## config.mk

```make
export PLATFORM = sky130hd
export DESIGN_NAME = instr_fetch
export DESIGN_NICKNAME = d
export VERILOG_FILES = /design/src/rtl/instr_fetch_pkg.sv /design/src/rtl/instr_fetch_fsm.sv /design/src/rtl/instr_fetch.sv
export SDC_FILE = /design/constraint.sdc
export NUM_CORES = 1
export LEC_CHECK = 0
export ABC_AREA = 1
export CAP_MARGIN = 5
export CORE_MARGIN = 2
export CORE_UTILIZATION = 40
export DETAILED_ROUTE_END_ITERATION = 8
export MAX_ROUTING_LAYER = met4
export PLACE_DENSITY = 0.75
export SLEW_MARGIN = 15
export SYNTH_ARGS = -nofsm -noshare
export SYNTH_HDL_FRONTEND = slang
export SYNTH_SLANG_ARGS = --single-unit
```

## constraint.sdc

```tcl
create_clock -name clk -period 9.3 [get_ports clk]
set_clock_uncertainty 0.05 [all_clocks]
set_input_delay 1.86 -clock clk [delete_from_list [all_inputs] [get_ports clk]]
set_output_delay 1.86 -clock clk [all_outputs]
set_load 0.02 [all_outputs]
```

## src/rtl/instr_fetch_pkg.sv

```systemverilog
// Shared CPU definitions for the instruction-fetch slice: fetch FSM encoding,
// reset PC and instruction width/step constants.
package instr_fetch_pkg;

   localparam int unsigned XLEN         = 32;
   localparam int unsigned WAIT_CNT_W   = 8;
   localparam logic [31:0] CPU_RESET_PC = 32'h0000_3000;
   localparam logic [31:0] INSTR_STEP   = 32'd4;

   typedef enum logic [1:0] {
      ST_IDLE = 2'd0,
      ST_REQ  = 2'd1,
      ST_HOLD = 2'd2
   } fetch_state_t;

   // Redirect targets are forced onto a word boundary.
   function automatic logic [XLEN-1:0] align_pc(input logic [XLEN-1:0] addr);
      return {addr[XLEN-1:2], 2'b00};
   endfunction

endpackage

```

## src/rtl/instr_fetch_fsm.sv

```systemverilog
// Fetch control FSM: owns the state, the kill flag for in-flight redirects and
// the imem_ack wait counter; drives the registered req/valid outputs.
module fetch_fsm
   import instr_fetch_pkg::*;
#(
   parameter int unsigned ACK_TIMEOUT = 255
) (
   input  logic         clk,
   input  logic         rst_n,
   input  logic         i_imem_ack,
   input  logic         i_redirect,
   input  logic         i_instr_ready,
   output fetch_state_t o_state,
   output logic         o_kill,
   output logic         o_imem_req,
   output logic         o_instr_valid,
   output logic         o_capture,
   output logic         o_timeout
);

   localparam logic [WAIT_CNT_W-1:0] LP_LAST_WAIT = WAIT_CNT_W'(ACK_TIMEOUT - 1);

   fetch_state_t          r_state;
   logic                  r_kill;
   logic [WAIT_CNT_W-1:0] r_cnt;
   logic                  r_imem_req;
   logic                  r_instr_valid;
   logic                  w_in_req;
   logic                  w_timeout;
   logic                  w_capture;

   assign w_in_req  = (r_state == ST_REQ);
   // The cycle holding the last allowed wait is itself the timeout cycle.
   assign w_timeout = w_in_req & ~i_imem_ack & (r_cnt == LP_LAST_WAIT);
   assign w_capture = w_in_req & i_imem_ack & ~i_redirect & ~r_kill;

   // State, kill flag, wait counter and registered handshake outputs.
   always_ff @(posedge clk or posedge rst_n) begin
      if (rst_n) begin
         r_state       <= ST_IDLE;
         r_kill        <= 1'b0;
         r_cnt         <= '0;
         r_imem_req    <= 1'b0;
         r_instr_valid <= 1'b0;
      end else begin
         case (r_state)
            ST_IDLE: begin
               r_state       <= ST_REQ;
               r_kill        <= 1'b0;
               r_cnt         <= '0;
               r_imem_req    <= 1'b1;
               r_instr_valid <= 1'b0;
            end
            ST_REQ: begin
               if (i_imem_ack) begin
                  r_kill <= 1'b0;
                  r_cnt  <= '0;
                  if (i_redirect || r_kill) begin
                     r_state       <= ST_REQ;
                     r_imem_req    <= 1'b1;
                     r_instr_valid <= 1'b0;
                  end else begin
                     r_state       <= ST_HOLD;
                     r_imem_req    <= 1'b0;
                     r_instr_valid <= 1'b1;
                  end
               end else if (w_timeout) begin
                  r_state       <= ST_IDLE;
                  r_kill        <= 1'b0;
                  r_cnt         <= '0;
                  r_imem_req    <= 1'b0;
                  r_instr_valid <= 1'b0;
               end else begin
                  r_cnt <= r_cnt + WAIT_CNT_W'(1);
                  if (i_redirect) begin
                     r_kill <= 1'b1;
                  end else begin
                     r_kill <= r_kill;
                  end
               end
            end
            ST_HOLD: begin
               if (i_redirect || i_instr_ready) begin
                  r_state       <= ST_REQ;
                  r_cnt         <= '0;
                  r_imem_req    <= 1'b1;
                  r_instr_valid <= 1'b0;
               end else begin
                  r_state       <= ST_HOLD;
                  r_instr_valid <= 1'b1;
               end
            end
            default: begin
               r_state       <= ST_IDLE;
               r_kill        <= 1'b0;
               r_cnt         <= '0;
               r_imem_req    <= 1'b0;
               r_instr_valid <= 1'b0;
            end
         endcase
      end
   end

   assign o_state       = r_state;
   assign o_kill        = r_kill;
   assign o_imem_req    = r_imem_req;
   assign o_instr_valid = r_instr_valid;
   assign o_capture     = w_capture;
   assign o_timeout     = w_timeout;

endmodule

```

## src/rtl/instr_fetch.sv

```systemverilog
// Instruction fetch stage: computes the next PC for the external PC register,
// talks to instruction memory and presents fetched words to decode.
module instr_fetch
   import instr_fetch_pkg::*;
#(
   parameter int unsigned ACK_TIMEOUT = 255,
   parameter logic [31:0] RESET_PC    = CPU_RESET_PC
) (
   input  logic        clk,
   input  logic        rst_n,
   input  logic [31:0] pc_addr,
   output logic [31:0] new_pc,
   output logic        imem_req,
   output logic [31:0] imem_addr,
   input  logic        imem_ack,
   input  logic [31:0] imem_rdata,
   input  logic        redirect,
   input  logic [31:0] redirect_target,
   output logic        instr_valid,
   output logic [31:0] instr,
   output logic [31:0] instr_pc,
   input  logic        instr_ready,
   output logic        fetch_err
);

   fetch_state_t w_state;
   logic         w_kill;
   logic         w_capture;
   logic         w_timeout;
   logic         w_req_done;
   logic [31:0]  w_redir_pc;
   logic [31:0]  w_next_pc;
   logic [31:0]  r_target;
   logic [31:0]  r_instr;
   logic [31:0]  r_instr_pc;
   logic         r_fetch_err;

   fetch_fsm #(
      .ACK_TIMEOUT (ACK_TIMEOUT)
   ) u_fsm (
      .clk           (clk),
      .rst_n         (rst_n),
      .i_imem_ack    (imem_ack),
      .i_redirect    (redirect),
      .i_instr_ready (instr_ready),
      .o_state       (w_state),
      .o_kill        (w_kill),
      .o_imem_req    (imem_req),
      .o_instr_valid (instr_valid),
      .o_capture     (w_capture),
      .o_timeout     (w_timeout)
   );

   assign w_redir_pc = align_pc(redirect_target);
   assign w_req_done = imem_ack | w_timeout;

   // Next-PC select; the PC register samples this every clock, so it must be combinational.
   always_comb begin
      w_next_pc = pc_addr;
      case (w_state)
         ST_IDLE: begin
            if (redirect) w_next_pc = w_redir_pc;
            else          w_next_pc = pc_addr;
         end
         ST_REQ: begin
            if (w_req_done && redirect)    w_next_pc = w_redir_pc;
            else if (w_req_done && w_kill) w_next_pc = r_target;
            else                           w_next_pc = pc_addr;
         end
         ST_HOLD: begin
            if (redirect)         w_next_pc = w_redir_pc;
            else if (instr_ready) w_next_pc = pc_addr + INSTR_STEP;
            else                  w_next_pc = pc_addr;
         end
         default: w_next_pc = pc_addr;
      endcase
   end

   assign new_pc    = rst_n ? RESET_PC : w_next_pc;
   assign imem_addr = pc_addr;

   // Datapath: saved redirect target, captured instruction and sticky error.
   always_ff @(posedge clk or posedge rst_n) begin
      if (rst_n) begin
         r_target    <= 32'h0000_0000;
         r_instr     <= 32'h0000_0000;
         r_instr_pc  <= 32'h0000_0000;
         r_fetch_err <= 1'b0;
      end else begin
         if ((w_state == ST_REQ) && redirect && !w_req_done) begin
            r_target <= w_redir_pc;
         end else begin
            r_target <= r_target;
         end
         if (w_capture) begin
            r_instr    <= imem_rdata;
            r_instr_pc <= pc_addr;
         end else begin
            r_instr    <= r_instr;
            r_instr_pc <= r_instr_pc;
         end
         r_fetch_err <= r_fetch_err | w_timeout;
      end
   end

   assign instr     = r_instr;
   assign instr_pc  = r_instr_pc;
   assign fetch_err = r_fetch_err;

endmodule

```

Word level (Yosys, flattened, before mapping)
Cells that the tools add are included.
{ "word_totals": {"register_bits": 108, "output_inout_bits": 131, "elab_cells": 67} }
{ "classes": {"addsub": 2, "eq_ne": 6, "muxes": 29, "n_bitwise": 11, "n_reduce_logical": 10} }
{ "op_table": {"columns": ["operator", "n"], "rows": [
  ["$mux 32", 6],
  ["$pmux 32 s3", 1],
  ["$add 32x3->32 const B", 1],
  ["$mux 8", 3],
  ["$pmux 8 s2", 1],
  ["$mux 1", 10],
  ["$add 8x1->8 const B", 1],
  ["$eq 8x8->1 const B", 1],
  ["$mux 2", 4],
  ["$pmux 2 s3", 1],
  ["$and 1x1->1", 5],
  ["$logic_and 1x1->1", 4],
  ["$ne 4x4->1 const B", 1],
  ["$not 1->1", 4],
  ["$pmux 1 s2", 2],
  ["$reduce_and 2->1", 2],
  ["$ne 3x3->1 const B", 1],
  ["$pmux 1 s3", 1],
  ["$eq 2x1->1 const B", 1],
  ["$eq 2x2->1 const B", 1],
  ["$logic_not 2->1", 1],
  ["$logic_or 1x1->1", 2],
  ["$ne 2x1->1 const B", 1],
  ["$or 1x1->1", 2],
  ["$logic_not 1->1", 1]
]} }

Depth between registers and ports, before layout
{ "logic_depth": {"depth_word": 9, "depth_mapped": 16, "ltp_nobuf": 14} }

Hierarchy
Synthesis repeated with hierarchy kept, for this count alone.
{ "unflattened": {"hier_cells": 1009, "hier_area_um2": 7174.4} }
{ "by_module_without_submodules": {"columns": ["module", "n_inst", "cells_per_inst", "area_each_um2", "seq_area_each_um2"], "rows": [
  ["instr_fetch", 1, 900, 6341.1, 2377.3],
  ["fetch_fsm", 1, 109, 833.3, 325.3]
]} }

Least setup slack after synthesis
Ideal clock, no wire load.
{ "synth_timing": {"path_kind": "input-to-output", "start": "in rst_n", "end": "out new_pc[20]", "arrival_time_ns": 6.341, "t_required_ns": 7.390, "slack_ns": 1.049, "stages": 5, "path_buffers": 2, "path_cell_list": "clkbuf_1 -> inv_1 -> clkbuf_1 -> o21ai_0 -> a21oi_1"} }
{ "synth_via": {"elab_chain_len": 1} }
{ "synth_lines": {"columns": ["element", "line", "source"], "rows": [
  ["from (decl)", "instr_fetch.sv:10", "input logic rst_n,"],
  ["$mux 32", "instr_fetch.sv:79", "assign new_pc = rst_n ? RESET_PC : w_next_pc;"],
  ["to (decl)", "instr_fetch.sv:12", "output logic [31:0] new_pc,"]
]} }
No other way between the ends.

Worst setup path in the final report
{ "layout_timing": {"start": "in imem_ack", "end": "out new_pc[19]"} }
{ "layout_via": {"elab_chain_len": 9, "word_cells_on_any_way": 10} }
{ "layout_lines": {"columns": ["element", "line", "source"], "rows": [
  ["from (decl)", "instr_fetch.sv:15", "input logic imem_ack,"],
  ["$not 1->1", "instr_fetch_fsm.sv:34", "assign w_timeout = w_in_req & ~i_imem_ack & (r_cnt == LP_LAST_WAIT);"],
  ["$and 1x1->1 (2 in series)", "instr_fetch_fsm.sv:34", null],
  ["$or 1x1->1 (*)", "instr_fetch.sv:55", "assign w_req_done = imem_ack | w_timeout;"],
  ["$logic_and 1x1->1", "instr_fetch.sv:67", "else if (w_req_done && w_kill) w_next_pc = r_target;"],
  ["$mux 32", "instr_fetch.sv:67", null],
  ["$mux 32 (*)", "instr_fetch.sv:66", "if (w_req_done && redirect) w_next_pc = w_redir_pc;"],
  ["$pmux 32 s3 (*)", "instr_fetch.sv:60", "case (w_state)"],
  ["$mux 32 (*)", "instr_fetch.sv:79", null]
]} }
Mark *: on every way between the ends. The rest lies on a longest branch, timed or not.

==> impl_metrics.csv <==
group,metric,value,unit
synth,synth-seq-cells,108,
sta,slew_violations,0,
critical_path,crit_path_start,"imem_ack",
critical_path,reg2reg_depth,9,
clock_tree,clockBufferDepth,2,
clock_tree,clkTransAtPathRegs,0.08,ns
synth,synth_edf_count,0,
global_route,grt_overflow_total,0,
pwr,seq_power_share,30.0,%
worst_hold_path,worstHoldStart,"r_target[19]",
critical_path,crit_path_end_kind,"output port",
placed_design,placed_cells,1447,
clock_tree,ctsResizeCount,0,
synth,synthesis.area,7490,um^2
critical_path,r2r_setup_slack,5.60,ns
flow_run,drv_cap,0,
sta,setup_viol,0,
clock_tree,clock-sinks,108,
pwr,vdd_ir_drop_max,111,uV
sta,grt_setup_unrepaired,"false",
floorplanning,dieArea,19800,um^2
sta,finalHoldViolCount,0,
synth,synthTopCellsByCount,"nand2_1, o21ai_0, nor2_1, dfrtp_1, nand3_1",
global_route,grt_pass1_vias,7366,
clock_tree,numCtsBuffers,9,
detailed_routing,drc,0,
critical_path,r2r_end,"r_target[26]",
synth,yosysWarningCount,0,
pwr,sw_frac_of_total,42.4,%
detailed_routing,wl,25800,um
synth,synth_fp_nets,1174,
cells_and_area,fin_cells,1463,
cells_and_area,areaGrowthSynthToFinish,32.0,%
critical_path,cp.required,7.39,ns
global_route,antenna_found_initial,0,
sta,fin_crit_sh,73.7,%
synth,yosysUniqueCellTypes,39,
cells_and_area,multi_input_area,3930,um^2
floorplanning,start_util,40.5,%
critical_path,arrival,4.95,ns
pwr,p_leak,4.43,nW
synth,synth_top_cell_area_share,36.1,%
synth,synth_area_leaders,"dfrtp_1, nand2_1, o21ai_0",
floorplanning,chipWidth,141,um
global_route,gr-usage-all-layers,26.5,%
detailed_routing,viasPerCell,5.49,
synth,ys_async_sr_fraction,100,%
synth,synth_area_per_cell,7.03,um^2
placed_design,place.port_buffers,229,
global_route,grt_max_degree,92,
cells_and_area,post-route-cell-area,9890,um^2
cells_and_area,seqCellArea,2700,um^2
pwr,p_per_area,266,nW/um^2
run_status,outcome,"finished clean",
detailed_routing,ant_nets,0,
floorplanning,row_count,50,
clock_tree,worstSkewPairLatency,0.37,ns
critical_path,start_kind,"input port",
sta,fin_tns_setup,0,ns
critical_path,worst-path-max-fanout,38,
detailed_routing,initialDrtViolationCount,921,
clock_tree,holdBufCountCts,0,
floorplanning,core,18500,um^2
detailed_routing,routedWlPerCell,17.6,um
placed_design,place_hpwl,18200,um
floorplanning,die_h,141,um
clock_tree,cts_tree,"yes",
worst_hold_path,hold_class,"flop to flop",
sta,layout_min_cycle_time,6.86,ns
critical_path,r2r_start,"u_fsm.o_state[1]",
synth,synth.most_common_cell,"nand2_1",
synth,synth_flop_cell,"dfrtp_1",
pwr,p_sw,1.12,mW
placed_design,gp_congestion,0.957,
pwr,pwr-share-comb,55.0,%
clock_tree,htree_levels,3,
detailed_routing,vias,8037,
pwr,intPower,1.51,mW
worst_hold_path,hold_end,"r_target[19]",
clock_tree,cts-root-buf,"clkbuf_16",
cells_and_area,fin_nets,1332,
cells_and_area,n_antenna_cell,0,
synth,yosysSeqAreaShare,36.1,%
sta,hold_slack,0.423,ns
synth,synthCells,1066,
sta,fmax,146,MHz
sta,worst_pin_slew,1.12,ns
cells_and_area,fillCellCount,1780,
sta,max-slew-margin-rel,25.1,%
pwr,p_clk_share,15.0,%
global_route,grt_pass1_wl,40400,um
clock_tree,post_cts_buffers,0,
cells_and_area,layout-drive-gt1-share,6.43,%
pwr,fin_total_pwr,2.63,mW
synth,synth_top_cell_by_area,"dfrtp_1",
detailed_routing,drt_pass1_iterations,6,
worst_hold_path,hold-path-cell-count,2,
placed_design,place_area,9600,um^2
critical_path,critPathKind,"input port to output port",
floorplanning,io_pins,232,
-- worst max-delay path, cell delays in order --
cell and delay [ns]:
clkdlybuf4s50_1 0.46, nor2_1 0.15, nand3_2 0.12, nand2_4 0.41, nand2_4 0.40, clkinv_2 0.34
nand2_1 0.11, nand2_1 0.09, nand2_1 0.05, a21oi_1 0.25, clkdlybuf4s50_1 0.67
-- cell families after synthesis --
family | count (synthesis) | synth area share, %
AOI/OAI and AO/OA | 205 | 14.3
xor gates and xnor gates | 1 | 0.117
adders and majority gates | 7 | 1.17
buffers and inverters | 177 | 11.5
DFF | 108 | 36.1
muxes | 48 | 7.21
and+or+nand+nor | 520 | 29.6
-- power groups by stage --
stage	combinational [mW]	sequential, mW	clock, mW
floorplan	0.668	0.957	0
global placement	1.42	0.783	0
detailed placement	1.44	0.795	0
CTS	1.45	0.788	0.403
global route	1.56	0.816	0.415
finish	1.45	0.789	0.396
-- state kept, by name, indices dropped and copies added, names as in the netlist --
| register | cells |
|---|---|
| instr | 32 |
| u_fsm.r_cnt | 8 |
| u_fsm.o_state | 2 |
| u_fsm.o_instr_valid | 1 |
| u_fsm.o_imem_req | 1 |
| u_fsm.o_kill | 1 |
| instr_pc | 32 |
| r_target | 30 |
| fetch_err | 1 |
-- area by class of cell --
class / count / share of cell area [%]
Tap cell: 234 / 2.96
Clock buffer: 10 / 2.31
Sequential cell: 108 / 27.3
Inverter: 88 / 3.38
Multi-Input combinational cell: 781 / 39.7
Clock inverter: 6 / 0.632
Timing Repair Buffer: 236 / 23.6
-- cells in the final DEF (no fill, tap or decap), types with 5 or more instances in the layout --
cell type,synthesis,final
ha_1,7,7
inv_1,85,84
clkdlybuf4s50_1,0,228
o21ai_0,111,111
clkbuf_16,0,9
o21a_1,5,5
nor3_1,10,10
nand2_1,265,264
nand3b_1,12,12
nand3_1,104,104
a21oi_1,68,68
a31oi_1,8,8
mux2_2,44,44
nand2_4,4,5
nor2_1,110,110
buf_4,36,7
dfrtp_1,108,108
nand4_1,8,8
-- worst max-delay path by stage --
stage | end | slack, ns | cells past startpoint
5_1_grt | new_pc[12] | 2.30 | 13
2_1_floorplan | new_pc[20] | 1.05 | 5
3_5_place_dp | new_pc[19] | 2.52 | 11
3_3_place_gp | new_pc[19] | 2.59 | 11
4_1_cts | new_pc[19] | 2.51 | 11
6_report | new_pc[19] | 2.44 | 11
-- metal layers --
layer	wire [um]	GRT usage (%)	up-vias
met3	2280	3.97	45
met4	583	8.79	0
met5	0	-	-
met2	11800	41.0	412
met1	11200	35.9	3789
li1	-	-	3791
-- per-stage QoR --
step           utilization (%)  setup slack, ns
2_1_floorplan                -             1.05
3_3_place_gp              51.9             2.59
3_5_place_dp              51.9             2.52
4_1_cts                   53.4             2.51
5_1_grt                   53.4             2.30
6_report                  53.4             2.44
(Power assumes the default switching activity.)
